### config.mk
export PLATFORM = sky130hd
export DESIGN_NAME = ritc_vcdl_phase_scanner_flat
export DESIGN_NICKNAME = d
export VERILOG_FILES = /design/src/rtl/ritc_vcdl_phase_scanner_pkg.sv /design/src/rtl/ritc_vcdl_phase_scanner_if.sv /design/src/rtl/ritc_vcdl_phase_scanner_scan_ram.sv /design/src/rtl/ritc_vcdl_phase_scanner.sv /design/src/flat_wrapper.sv
export SDC_FILE = /design/constraint.sdc
export NUM_CORES = 1
export LEC_CHECK = 0
export ABC_AREA = 1
export CAP_MARGIN = 20
export CORE_MARGIN = 2
export CORE_UTILIZATION = 55
export CTS_CLUSTER_SIZE = 10
export DETAILED_ROUTE_END_ITERATION = 10
export HOLD_SLACK_MARGIN = 0.03
export PLACE_DENSITY = 0.7
export SLEW_MARGIN = 20
export SYNTH_ARGS = -nofsm -noshare
export SYNTH_HDL_FRONTEND = slang
export SYNTH_SLANG_ARGS = --single-unit
### constraint.sdc
create_clock -name CLK -period 2.6 [get_ports CLK]
set_input_delay 0.52 -clock CLK [delete_from_list [all_inputs] [get_ports CLK]]
set_output_delay 0.52 -clock CLK [all_outputs]
set_load 0.05 [all_outputs]
### src/rtl/ritc_vcdl_phase_scanner_pkg.sv
// Shared constants and types for the RITC VCDL phase scanner: tap width,
// scan FSM encoding and the half-scale hit threshold.
package ritc_vcdl_pkg;

    localparam int TAP_BITS = 5;

    typedef enum logic [2:0] {
        IDLE     = 3'd0,
        WAIT_RDY = 3'd1,
        LOAD     = 3'd2,
        SETTLE   = 3'd3,
        ACCUM    = 3'd4,
        STORE    = 3'd5,
        FINISH   = 3'd6
    } state_t;

    // Hit count at or above which a tap is considered to sample a 1.
    function automatic int half_count(input int sample_bits);
        return 1 << (sample_bits - 1);
    endfunction

endpackage

### src/rtl/ritc_vcdl_phase_scanner_if.sv
// Scan control, IDELAY drive, loopback sampling and result-RAM read signals
// between control software / IDELAY and the phase scanner.
interface ritc_vcdl_phase_scanner_if
    import ritc_vcdl_pkg::*;
#(
    parameter int SAMPLE_BITS = 8
);
    logic                  start_i;
    logic                  idelayctrl_rdy_i;
    logic                  ref_strobe_i;
    logic                  vcdl_sync_i;
    logic [TAP_BITS-1:0]   delay_o;
    logic                  load_delay_o;
    logic                  busy_o;
    logic                  done_o;
    logic                  error_o;
    logic                  edge_found_o;
    logic [TAP_BITS-1:0]   edge_tap_o;
    logic [TAP_BITS-1:0]   rd_addr_i;
    logic [SAMPLE_BITS:0]  rd_data_o;

    modport slave (
        input  start_i, idelayctrl_rdy_i, ref_strobe_i, vcdl_sync_i, rd_addr_i,
        output delay_o, load_delay_o, busy_o, done_o, error_o,
               edge_found_o, edge_tap_o, rd_data_o
    );

    modport master (
        output start_i, idelayctrl_rdy_i, ref_strobe_i, vcdl_sync_i, rd_addr_i,
        input  delay_o, load_delay_o, busy_o, done_o, error_o,
               edge_found_o, edge_tap_o, rd_data_o
    );
endinterface

### src/rtl/ritc_vcdl_phase_scanner_scan_ram.sv
// Per-tap hit-count store: one synchronous write port, one registered read
// port; a read of the address being written returns the previous contents.
module ritc_vcdl_scan_ram #(
    parameter int ADDR_W = 5,
    parameter int DATA_W = 9
) (
    input  logic              CLK,
    input  logic              we,
    input  logic [ADDR_W-1:0] waddr,
    input  logic [DATA_W-1:0] wdata,
    input  logic [ADDR_W-1:0] raddr,
    output logic [DATA_W-1:0] rdata
);
    logic [DATA_W-1:0] mem [0:(1 << ADDR_W) - 1];

    always_ff @(posedge CLK) begin
        if (we) begin
            mem[waddr] <= wdata;
        end
        rdata <= mem[raddr];
    end
endmodule

### src/rtl/ritc_vcdl_phase_scanner.sv
// Sweeps the loopback IDELAY over all taps, counts sync hits per tap at the
// reference strobe and records the first tap where the sample falls 1 -> 0.
module ritc_vcdl_phase_scanner
    import ritc_vcdl_pkg::*;
#(
    parameter int NUM_TAPS      = 32,
    parameter int SAMPLE_BITS   = 8,
    parameter int SETTLE_CYCLES = 4,
    parameter int TIMEOUT       = 65535
) (
    input  logic CLK,
    input  logic rst_i,
    ritc_vcdl_phase_scanner_if.slave bus
);
    localparam int CNT_W = SAMPLE_BITS + 1;
    localparam int TMO_W = $clog2(TIMEOUT + 1);
    localparam int SET_W = (SETTLE_CYCLES > 0) ? $clog2(SETTLE_CYCLES + 1) : 1;

    localparam logic [CNT_W-1:0]    LAST_CNT   = CNT_W'((1 << SAMPLE_BITS) - 1);
    localparam logic [CNT_W-1:0]    HALF_CNT   = CNT_W'(half_count(SAMPLE_BITS));
    localparam logic [TMO_W-1:0]    TMO_LAST   = TMO_W'(TIMEOUT - 1);
    localparam logic [SET_W-1:0]    SETTLE_LD  = SET_W'(SETTLE_CYCLES);
    localparam logic [TAP_BITS-1:0] LAST_TAP   = TAP_BITS'(NUM_TAPS - 1);

    state_t state, state_nxt;

    logic                sync_q;
    logic [TAP_BITS-1:0] tap;
    logic [TAP_BITS-1:0] delay_q;
    logic                error_q;
    logic                edge_found_q;
    logic [TAP_BITS-1:0] edge_tap_q;
    logic [SET_W-1:0]    settle;
    logic [CNT_W-1:0]    strb_cnt;
    logic [CNT_W-1:0]    hits;
    logic [CNT_W-1:0]    prev_hits;
    logic [TMO_W-1:0]    tmo;

    logic accum_last;
    logic tmo_expire;
    logic start_ok;
    logic ram_we;
    logic [CNT_W-1:0] ram_rdata;

    // The strobe that completes the sample window is itself counted.
    assign accum_last = bus.ref_strobe_i && (strb_cnt == LAST_CNT);
    assign tmo_expire = !bus.ref_strobe_i && (tmo == TMO_LAST);
    assign start_ok   = (state == IDLE) && bus.start_i;
    assign ram_we     = (state == STORE);

    always_ff @(posedge CLK) begin
        if (rst_i) begin
            state <= IDLE;
        end else begin
            state <= state_nxt;
        end
    end

    always_comb begin
        state_nxt = state;
        case (state)
            IDLE:     if (bus.start_i)          state_nxt = WAIT_RDY;
            WAIT_RDY: if (bus.idelayctrl_rdy_i) state_nxt = LOAD;
            LOAD:                               state_nxt = SETTLE;
            SETTLE:   if (settle == '0)         state_nxt = ACCUM;
            ACCUM: begin
                if (accum_last) begin
                    state_nxt = STORE;
                end else if (tmo_expire) begin
                    state_nxt = FINISH;
                end
            end
            STORE:    state_nxt = (tap == LAST_TAP) ? FINISH : LOAD;
            FINISH:   state_nxt = IDLE;
            default:  state_nxt = IDLE;
        endcase
    end

    always_comb begin
        bus.load_delay_o = 1'b0;
        bus.done_o       = 1'b0;
        bus.busy_o       = 1'b1;
        bus.delay_o      = delay_q;
        case (state)
            IDLE: bus.busy_o = 1'b0;
            LOAD: begin
                bus.load_delay_o = 1'b1;
                bus.delay_o      = tap;
            end
            // Park the IDELAY back at tap 0 on completion or abort.
            FINISH: begin
                bus.load_delay_o = 1'b1;
                bus.done_o       = 1'b1;
                bus.busy_o       = 1'b0;
                bus.delay_o      = '0;
            end
            default: ;
        endcase
        bus.error_o      = error_q;
        bus.edge_found_o = edge_found_q;
        bus.edge_tap_o   = edge_tap_q;
    end

    always_ff @(posedge CLK) begin
        if (rst_i) begin
            tap          <= '0;
            delay_q      <= '0;
            error_q      <= 1'b0;
            edge_found_q <= 1'b0;
            edge_tap_q   <= '0;
        end else begin
            // edge_tap is cleared too so a scan without a crossing reports 0.
            if (start_ok) begin
                tap          <= '0;
                error_q      <= 1'b0;
                edge_found_q <= 1'b0;
                edge_tap_q   <= '0;
            end
            if (state == LOAD) begin
                delay_q <= tap;
            end
            if (state == ACCUM && tmo_expire && !accum_last) begin
                error_q <= 1'b1;
            end
            if (state == STORE) begin
                if (!edge_found_q && tap != '0 &&
                    prev_hits >= HALF_CNT && hits < HALF_CNT) begin
                    edge_found_q <= 1'b1;
                    edge_tap_q   <= tap;
                end
                if (tap != LAST_TAP) begin
                    tap <= tap + 1'b1;
                end
            end
            if (state == FINISH) begin
                delay_q <= '0;
            end
        end
    end

    always_ff @(posedge CLK) begin
        sync_q <= bus.vcdl_sync_i;
        case (state)
            LOAD: settle <= SETTLE_LD;
            SETTLE: begin
                if (settle != '0) begin
                    settle <= settle - 1'b1;
                end else begin
                    strb_cnt <= '0;
                    hits     <= '0;
                    tmo      <= '0;
                end
            end
            ACCUM: begin
                if (bus.ref_strobe_i) begin
                    strb_cnt <= strb_cnt + 1'b1;
                    hits     <= hits + {{(CNT_W-1){1'b0}}, sync_q};
                    tmo      <= '0;
                end else begin
                    tmo <= tmo + 1'b1;
                end
            end
            STORE: prev_hits <= hits;
            default: ;
        endcase
    end

    ritc_vcdl_scan_ram #(
        .ADDR_W (TAP_BITS),
        .DATA_W (CNT_W)
    ) u_ram (
        .CLK   (CLK),
        .we    (ram_we),
        .waddr (tap),
        .wdata (hits),
        .raddr (bus.rd_addr_i),
        .rdata (ram_rdata)
    );

    assign bus.rd_data_o = ram_rdata;

endmodule

### src/flat_wrapper.sv
// flat-port wrapper written by rule: the top's interface ports become plain ports
module ritc_vcdl_phase_scanner_flat import ritc_vcdl_pkg::*;
#(
    parameter int NUM_TAPS      = 32,
    parameter int SAMPLE_BITS   = 8,
    parameter int SETTLE_CYCLES = 4,
    parameter int TIMEOUT       = 65535
)
  (CLK, rst_i, bus_start_i, bus_idelayctrl_rdy_i, bus_ref_strobe_i, bus_vcdl_sync_i, bus_rd_addr_i, bus_delay_o, bus_load_delay_o, bus_busy_o, bus_done_o, bus_error_o, bus_edge_found_o, bus_edge_tap_o, bus_rd_data_o);
  ritc_vcdl_phase_scanner_if #(.SAMPLE_BITS(SAMPLE_BITS)) bus_i ();
  input  logic CLK;
  input  logic rst_i;
  input wire logic [$bits(bus_i.start_i)-1:0] bus_start_i;
  input wire logic [$bits(bus_i.idelayctrl_rdy_i)-1:0] bus_idelayctrl_rdy_i;
  input wire logic [$bits(bus_i.ref_strobe_i)-1:0] bus_ref_strobe_i;
  input wire logic [$bits(bus_i.vcdl_sync_i)-1:0] bus_vcdl_sync_i;
  input wire logic [$bits(bus_i.rd_addr_i)-1:0] bus_rd_addr_i;
  output wire logic [$bits(bus_i.delay_o)-1:0] bus_delay_o;
  output wire logic [$bits(bus_i.load_delay_o)-1:0] bus_load_delay_o;
  output wire logic [$bits(bus_i.busy_o)-1:0] bus_busy_o;
  output wire logic [$bits(bus_i.done_o)-1:0] bus_done_o;
  output wire logic [$bits(bus_i.error_o)-1:0] bus_error_o;
  output wire logic [$bits(bus_i.edge_found_o)-1:0] bus_edge_found_o;
  output wire logic [$bits(bus_i.edge_tap_o)-1:0] bus_edge_tap_o;
  output wire logic [$bits(bus_i.rd_data_o)-1:0] bus_rd_data_o;
  assign bus_i.start_i = bus_start_i;
  assign bus_i.idelayctrl_rdy_i = bus_idelayctrl_rdy_i;
  assign bus_i.ref_strobe_i = bus_ref_strobe_i;
  assign bus_i.vcdl_sync_i = bus_vcdl_sync_i;
  assign bus_i.rd_addr_i = bus_rd_addr_i;
  assign bus_delay_o = bus_i.delay_o;
  assign bus_load_delay_o = bus_i.load_delay_o;
  assign bus_busy_o = bus_i.busy_o;
  assign bus_done_o = bus_i.done_o;
  assign bus_error_o = bus_i.error_o;
  assign bus_edge_found_o = bus_i.edge_found_o;
  assign bus_edge_tap_o = bus_i.edge_tap_o;
  assign bus_rd_data_o = bus_i.rd_data_o;
  ritc_vcdl_phase_scanner #(.NUM_TAPS(NUM_TAPS), .SAMPLE_BITS(SAMPLE_BITS), .SETTLE_CYCLES(SETTLE_CYCLES), .TIMEOUT(TIMEOUT)) u_core (.CLK(CLK), .rst_i(rst_i), .bus(bus_i));
endmodule
==> run_results.csv, run 1 <==
group,metric,value,unit
route,drt_iter0_markers,1092,
critical_path,timing.rr.end,"u_core.u_ram.mem[10][6]",
route,drtAntennaViolNets,0,
power,comb_power_share,13.8,%
floorplan,row_count,60,
critical_path,crit_fanout,9,
power,p_switching,3.92,mW
power,seqPwrFrac,49.3,%
place,dp_hpwl,20000,um
route,via_per_inst,5.59,
layout,area_delta_synth_final,14.1,%
clock_tree,post_cts_buffers,0,
sta,fin_crit,2520,ps
power,vdd_drop_max,1.08,mV
worst_hold_path,hp-class,"register to register",
floorplan,io_pins,35,
layout,final_area,0.0172,mm^2
place,dp_slack,474,ps
layout,final_cells,1843,
power,clockPowerShare,36.9,%
global_route,grt_max_degree,145,
power,power_leakage,6.52,nW
sta,setup_violations,0,
global_route,grt_pass1_vias,9989,
logic_synthesis,post_synth.cell_area_avg,10.8,um^2
route,routed_wl,34200,um
worst_hold_path,hold_depth,2,
worst_hold_path,worstHoldStart,"u_core.delay_q[1]",
flow_run,maxCapViolations,0,
logic_synthesis,synth-async-reset-ratio,0,%
power,power_density,852,mW/mm^2
logic_synthesis,syn_area,0.0151,mm^2
clock_tree,tritoncts,"built",
layout,final_cell_mix,"485 x nand2_1, 327 x edfxtp_1, 243 x nand3_1",
global_route,grt_use_total,24.4,%
layout,fillers,2087,
critical_path,worst-setup-path-type,"register to output port",
sta,fin_setup_tns,0,ps
floorplan,die_h,169,um
global_route,grt_antenna_before_repair,0,
sta,rsz0062_at_grt,"no",
floorplan,dieArea,0.0287,mm^2
logic_synthesis,ys_ff_latch,357,
clock_tree,clk_path_buf_depth,3,
clock_tree,clkTransAtPathRegs,60,ps
floorplan,start_util,55.9,%
layout,layout.nets,1492,
clock_tree,clock_latency,530,ps
clock_tree,cts_sinks,357,
critical_path,cp.required,2080,ps
place,place_area,0.0159,mm^2
sta,relSlewSlack,49.1,%
layout,drive_above_1_share,8.26,%
power,swShare,26.8,%
global_route,grt_first_pass_wirelength,54300,um
critical_path,path_cells,"nand2_2 -> inv_1 -> clkdlybuf4s50_1",
worst_hold_path,hold_end,"u_core.delay_q[1]",
place,dp.cells,1765,
clock_tree,h-tree-depth,2,
critical_path,cp-end-kind,"output port",
global_route,grt-ovfl-total,0,
sta,worstMarginPinSlew,763,ps
sta,fin_skew,15.6,ps
critical_path,start_kind,"register",
logic_synthesis,yosysSeqAreaShare,69.2,%
logic_synthesis,synth_edf_count,327,
logic_synthesis,ys_warn_count,0,
clock_tree,cts_root_buf,"clkbuf_16",
clock_tree,numCtsBuffers,42,
sta,slew_violations,0,
critical_path,rr_startpoint,"u_core.state[0]",
critical_path,crit_arrival,2000,ps
sta,layout_setup_ws,75.1,ps
layout,postLayoutCoreUtil,63.7,%
sta,hold_viol,0,
logic_synthesis,ys_types,33,
critical_path,cpMaxStageDelayCell,"clkdlybuf4s50_1",
floorplan,core_area,0.0270,mm^2
logic_synthesis,synth_fp_nets,1422,
power,p_int,10.7,mW
power,p_total,14.6,mW
layout,num_antenna_cells,0,
logic_synthesis,synthCells,1398,
floorplan,chipWidth,169,um
place,io_buffers,34,
critical_path,cp_slowest_stage_delay,800,ps
layout,layout_commonest_cell,"nand2_1",
sta,timing.hold.ws,459,ps
place,routabilityCongestion,0.822,
outcome,status,"finished, final reports clean",
sta,max_freq,396,MHz
critical_path,r2r.worst_path.cells,7,
critical_path,r2r_setup_slack,620,ps
sta,finalCritPeriodShare,97.1,%
logic_synthesis,synth_ff_type,"edfxtp_1",
route,wl_per_cell,18.5,um
route,first_pass_iters,5,
route,remaining_drc_errors,0,
route,vias,10300,
power groups by stage:
stage,sequential (mW),clock [mW],combinational [mW]
global route,7.25,5.70,2.24
floorplan,7.50,0,1.07
global placement,7.31,0,1.96
CTS,7.21,5.49,2.02
detailed placement,7.32,0,2.01
finish,7.22,5.40,2.02
sequential cells by signal, summed over array words and instances, names as in the netlist, 2 cells and up:
register and count:
u_core.state 3, u_core.prev_hits 2, u_core.tap 5, u_core.bus.edge_tap_o 5
u_core.u_ram.mem 288, u_core.delay_q 5, u_core.strb_cnt 9, u_core.tmo 16
u_core.u_ram.rdata 9, u_core.hits 9, u_core.settle 3
layout make-up:
cell class	instances	area, um^2	area share [%]
timing repair buffer	89	781	4.55
multi-input combinational	920	4060	23.7
clock buffer	76	1250	7.29
tap	341	427	2.48
sequential	357	10400	60.7
inverter	58	223	1.30
clock inverter	2	12.5	0.0728
metal layers:
layer	global-route usage, %	part of all wire (%)	vias up
met3	4.38	8.0	45
met2	39.5	47	420
met4	6.50	2.0	0
met1	34.6	43	4908
li1	-	-	4926
met5	0	0	-
what timing repair did:
action,in CTS,in global routing
pin swaps,0,0
hold buffers,0,0
endpoints found under the setup margin,2,2
resized for setup,2,1
worst max-delay path: cells and delay by family, from the launching register on:
family / cells / cell delay, ps
buf+inv: 2 / 880
flops: 1 / 430
simple gates: 1 / 170
how the worst max path moves through the flow:
| stage | endpoint | slack (ps) | from | cells after the start |
|---|---|---|---|---|
| finish | bus_load_delay_o | 80 | u_core.state[1] | 3 |
| global placement | u_core.u_ram.rdata[1] | 530 | bus_rd_addr_i[2] | 8 |
| global route | bus_load_delay_o | 10 | u_core.state[1] | 3 |
| detailed placement | u_core.u_ram.rdata[4] | 470 | bus_rd_addr_i[2] | 8 |
| CTS | bus_load_delay_o | 80 | u_core.state[1] | 3 |
| floorplan | bus_busy_o | 420 | u_core.state[1] | 3 |
synth_stat cells (all sizes together) (3+ instances only):
| library cell | instances | share of area [%] |
|---|---|---|
| nor3 | 9 | 0.30 |
| dfxtp | 30 | 4.0 |
| or2 | 3 | 0.12 |
| nor2 | 90 | 2.3 |
| ha | 13 | 1.1 |
| edfxtp | 327 | 65 |
| nand4 | 4 | 0.27 |
| buf | 55 | 2.1 |
| clkinv | 5 | 0.14 |
| a21oi | 37 | 1.3 |
| xor2 | 6 | 0.35 |
| o21ai | 23 | 0.76 |
| inv | 53 | 1.3 |
| clkbuf | 8 | 0.20 |
| nand2 | 487 | 12 |
| nand3 | 243 | 8.1 |
cell families after synthesis:
logic type / count (synthesis) / share of synthesized area (%)
DFF: 357 / 69.2
AOI/OAI and AO/OA: 61 / 2.06
buffers and inverters: 121 / 3.82
and+or+nand+nor: 838 / 23.4
adders and majority gates: 13 / 1.08
xor gates and xnor gates: 8 / 0.465
Power figures use the tool's default switching activity.
==> inputs of run 2 (changes only) <==
CORE_MARGIN = 4   (was 2)
==> run_results.csv, run 2 (synthesized netlist as in run 1, its figures left out) <==
group,metric,value,unit
outcome,status,"finished, final reports clean",
flow_run,maxCapViolations,0,
place,io_buffers,34,
global_route,grt-ovfl-total,0,
critical_path,start_kind,"register",
layout,largest_reg_flops,288,
global_route,grt_first_pass_wirelength,54000,um
layout,layout.nets,1492,
route,vias,10200,
clock_tree,tritoncts,"built",
clock_tree,post_cts_buffers,0,
place,dp_slack,478,ps
floorplan,chipWidth,173,um
place,routabilityCongestion,0.834,
sta,setup_violations,0,
layout,area_delta_synth_final,13.9,%
clock_tree,cts_root_buf,"clkbuf_16",
global_route,grt_antenna_before_repair,0,
global_route,grt_pass1_vias,9869,
floorplan,start_util,55.9,%
route,via_per_inst,5.52,
critical_path,crit_arrival,1980,ps
sta,slew_violations,0,
clock_tree,cts_sinks,357,
global_route,grt_max_degree,145,
sta,hold_viol,0,
worst_hold_path,hold_end,"u_core.sync_q",
floorplan,die_h,173,um
power,power_density,840,mW/mm^2
critical_path,r2r.worst_path.cells,7,
worst_hold_path,worstHoldStart,"bus_vcdl_sync_i",
critical_path,cp.required,2080,ps
place,dp_hpwl,19300,um
layout,layout_commonest_cell,"nand2_1",
critical_path,cp-end-kind,"output port",
layout,fillers,2077,
clock_tree,clock_latency,520,ps
layout,reg_top3,"u_core.u_ram.mem (288), u_core.tmo (16)",
route,first_pass_iters,5,
sta,fin_crit,2500,ps
layout,num_antenna_cells,0,
layout,final_cell_mix,"485 x nand2_1, 327 x edfxtp_1, 243 x nand3_1",
sta,fin_setup_tns,0,ps
sta,relSlewSlack,55.2,%
floorplan,core_area,0.0270,mm^2
worst_hold_path,hold_depth,1,
clock_tree,clk_path_buf_depth,3,
layout,drive_above_1_share,8.07,%
floorplan,row_count,60,
route,wl_per_cell,18.2,um
sta,max_freq,400,MHz
sta,rsz0062_at_grt,"no",
floorplan,io_pins,35,
route,drt_iter0_markers,1013,
sta,timing.hold.ws,449,ps
sta,worstMarginPinSlew,672,ps
clock_tree,clkTransAtPathRegs,60,ps
worst_hold_path,hp-class,"input port to register",
global_route,grt_use_total,22.4,%
critical_path,timing.rr.end,"u_core.u_ram.mem[19][3]",
layout,final-seq-area,0.0104,mm^2
clock_tree,h-tree-depth,2,
layout,top_register,"u_core.u_ram.mem",
clock_tree,numCtsBuffers,41,
layout,multiInputGateArea,0.00406,mm^2
critical_path,r2r_setup_slack,560,ps
power,vdd_drop_max,0.881,mV
critical_path,worst-setup-path-type,"register to output port",
critical_path,crit_fanout,9,
sta,fin_skew,17.0,ps
sta,layout_setup_ws,101,ps
floorplan,dieArea,0.0301,mm^2
route,routed_wl,33500,um
power,power_leakage,6.50,nW
route,remaining_drc_errors,0,
route,drtAntennaViolNets,0,
sta,finalCritPeriodShare,96.1,%
clock_tree,cts_hold_buf,0,
critical_path,rr_startpoint,"u_core.state[0]",
-- run 2: repair_timing --
item	4_1_cts	5_1_grt
hold endpoints to repair	0	0
resized for setup	2	0
setup endpoints to repair	2	0
-- run 2: area by class of cell --
type                       count  share of cell area [%]
sequential                   357                    60.8
multi-input combinational    920                    23.7
timing repair buffer          90                    4.74
clock inverter                 1                  0.0511
clock buffer                  74                    6.96
tap                          341                    2.49
inverter                      58                    1.30
-- run 2: worst max-delay path, stage by stage, from the launching register on --
cell and delay (ps):
dfxtp_1 430, nand2_2 150, inv_1 80, clkdlybuf4s50_1 800
-- run 2: metrics by stage --
stage          utilization [%]  total power [mW]  instances  instance area (um^2)
2_1_floorplan                -              8.56       1398                 15100
3_3_place_gp              59.2              9.29       1766                 15900
3_5_place_dp              59.2              9.34       1766                 15900
4_1_cts                   63.6              14.5       1841                 17100
5_1_grt                   63.6              15.0       1841                 17100
6_report                  63.6              14.4       1841                 17100
-- run 2: worst max path at each step --
stage,start,to,slack [ps],cells after the start
after floorplan,u_core.state[1],bus_busy_o,420,3
after global placement,u_core.state[0],bus_busy_o,510,5
after detailed placement,u_core.state[1],bus_busy_o,480,5
after CTS,u_core.state[1],bus_load_delay_o,100,3
after global routing,u_core.state[1],bus_load_delay_o,20,3
final,u_core.state[1],bus_load_delay_o,100,3
-- run 2: report_power, final --
group          switching, mW  total, mW  internal, mW
Sequential             0.199       7.18          6.98
Clock                   2.09       5.17          3.08
Combinational           1.54       2.05         0.504
Total                   3.84       14.4          10.6
-- run 2: layer usage --
metal,GRT usage [%],vias up,wire [um]
li1,-,4942,-
met1,32.3,4781,14800
met2,35.2,374,15600
met3,3.69,66,2240
met4,7.15,0,870
met5,0,-,0
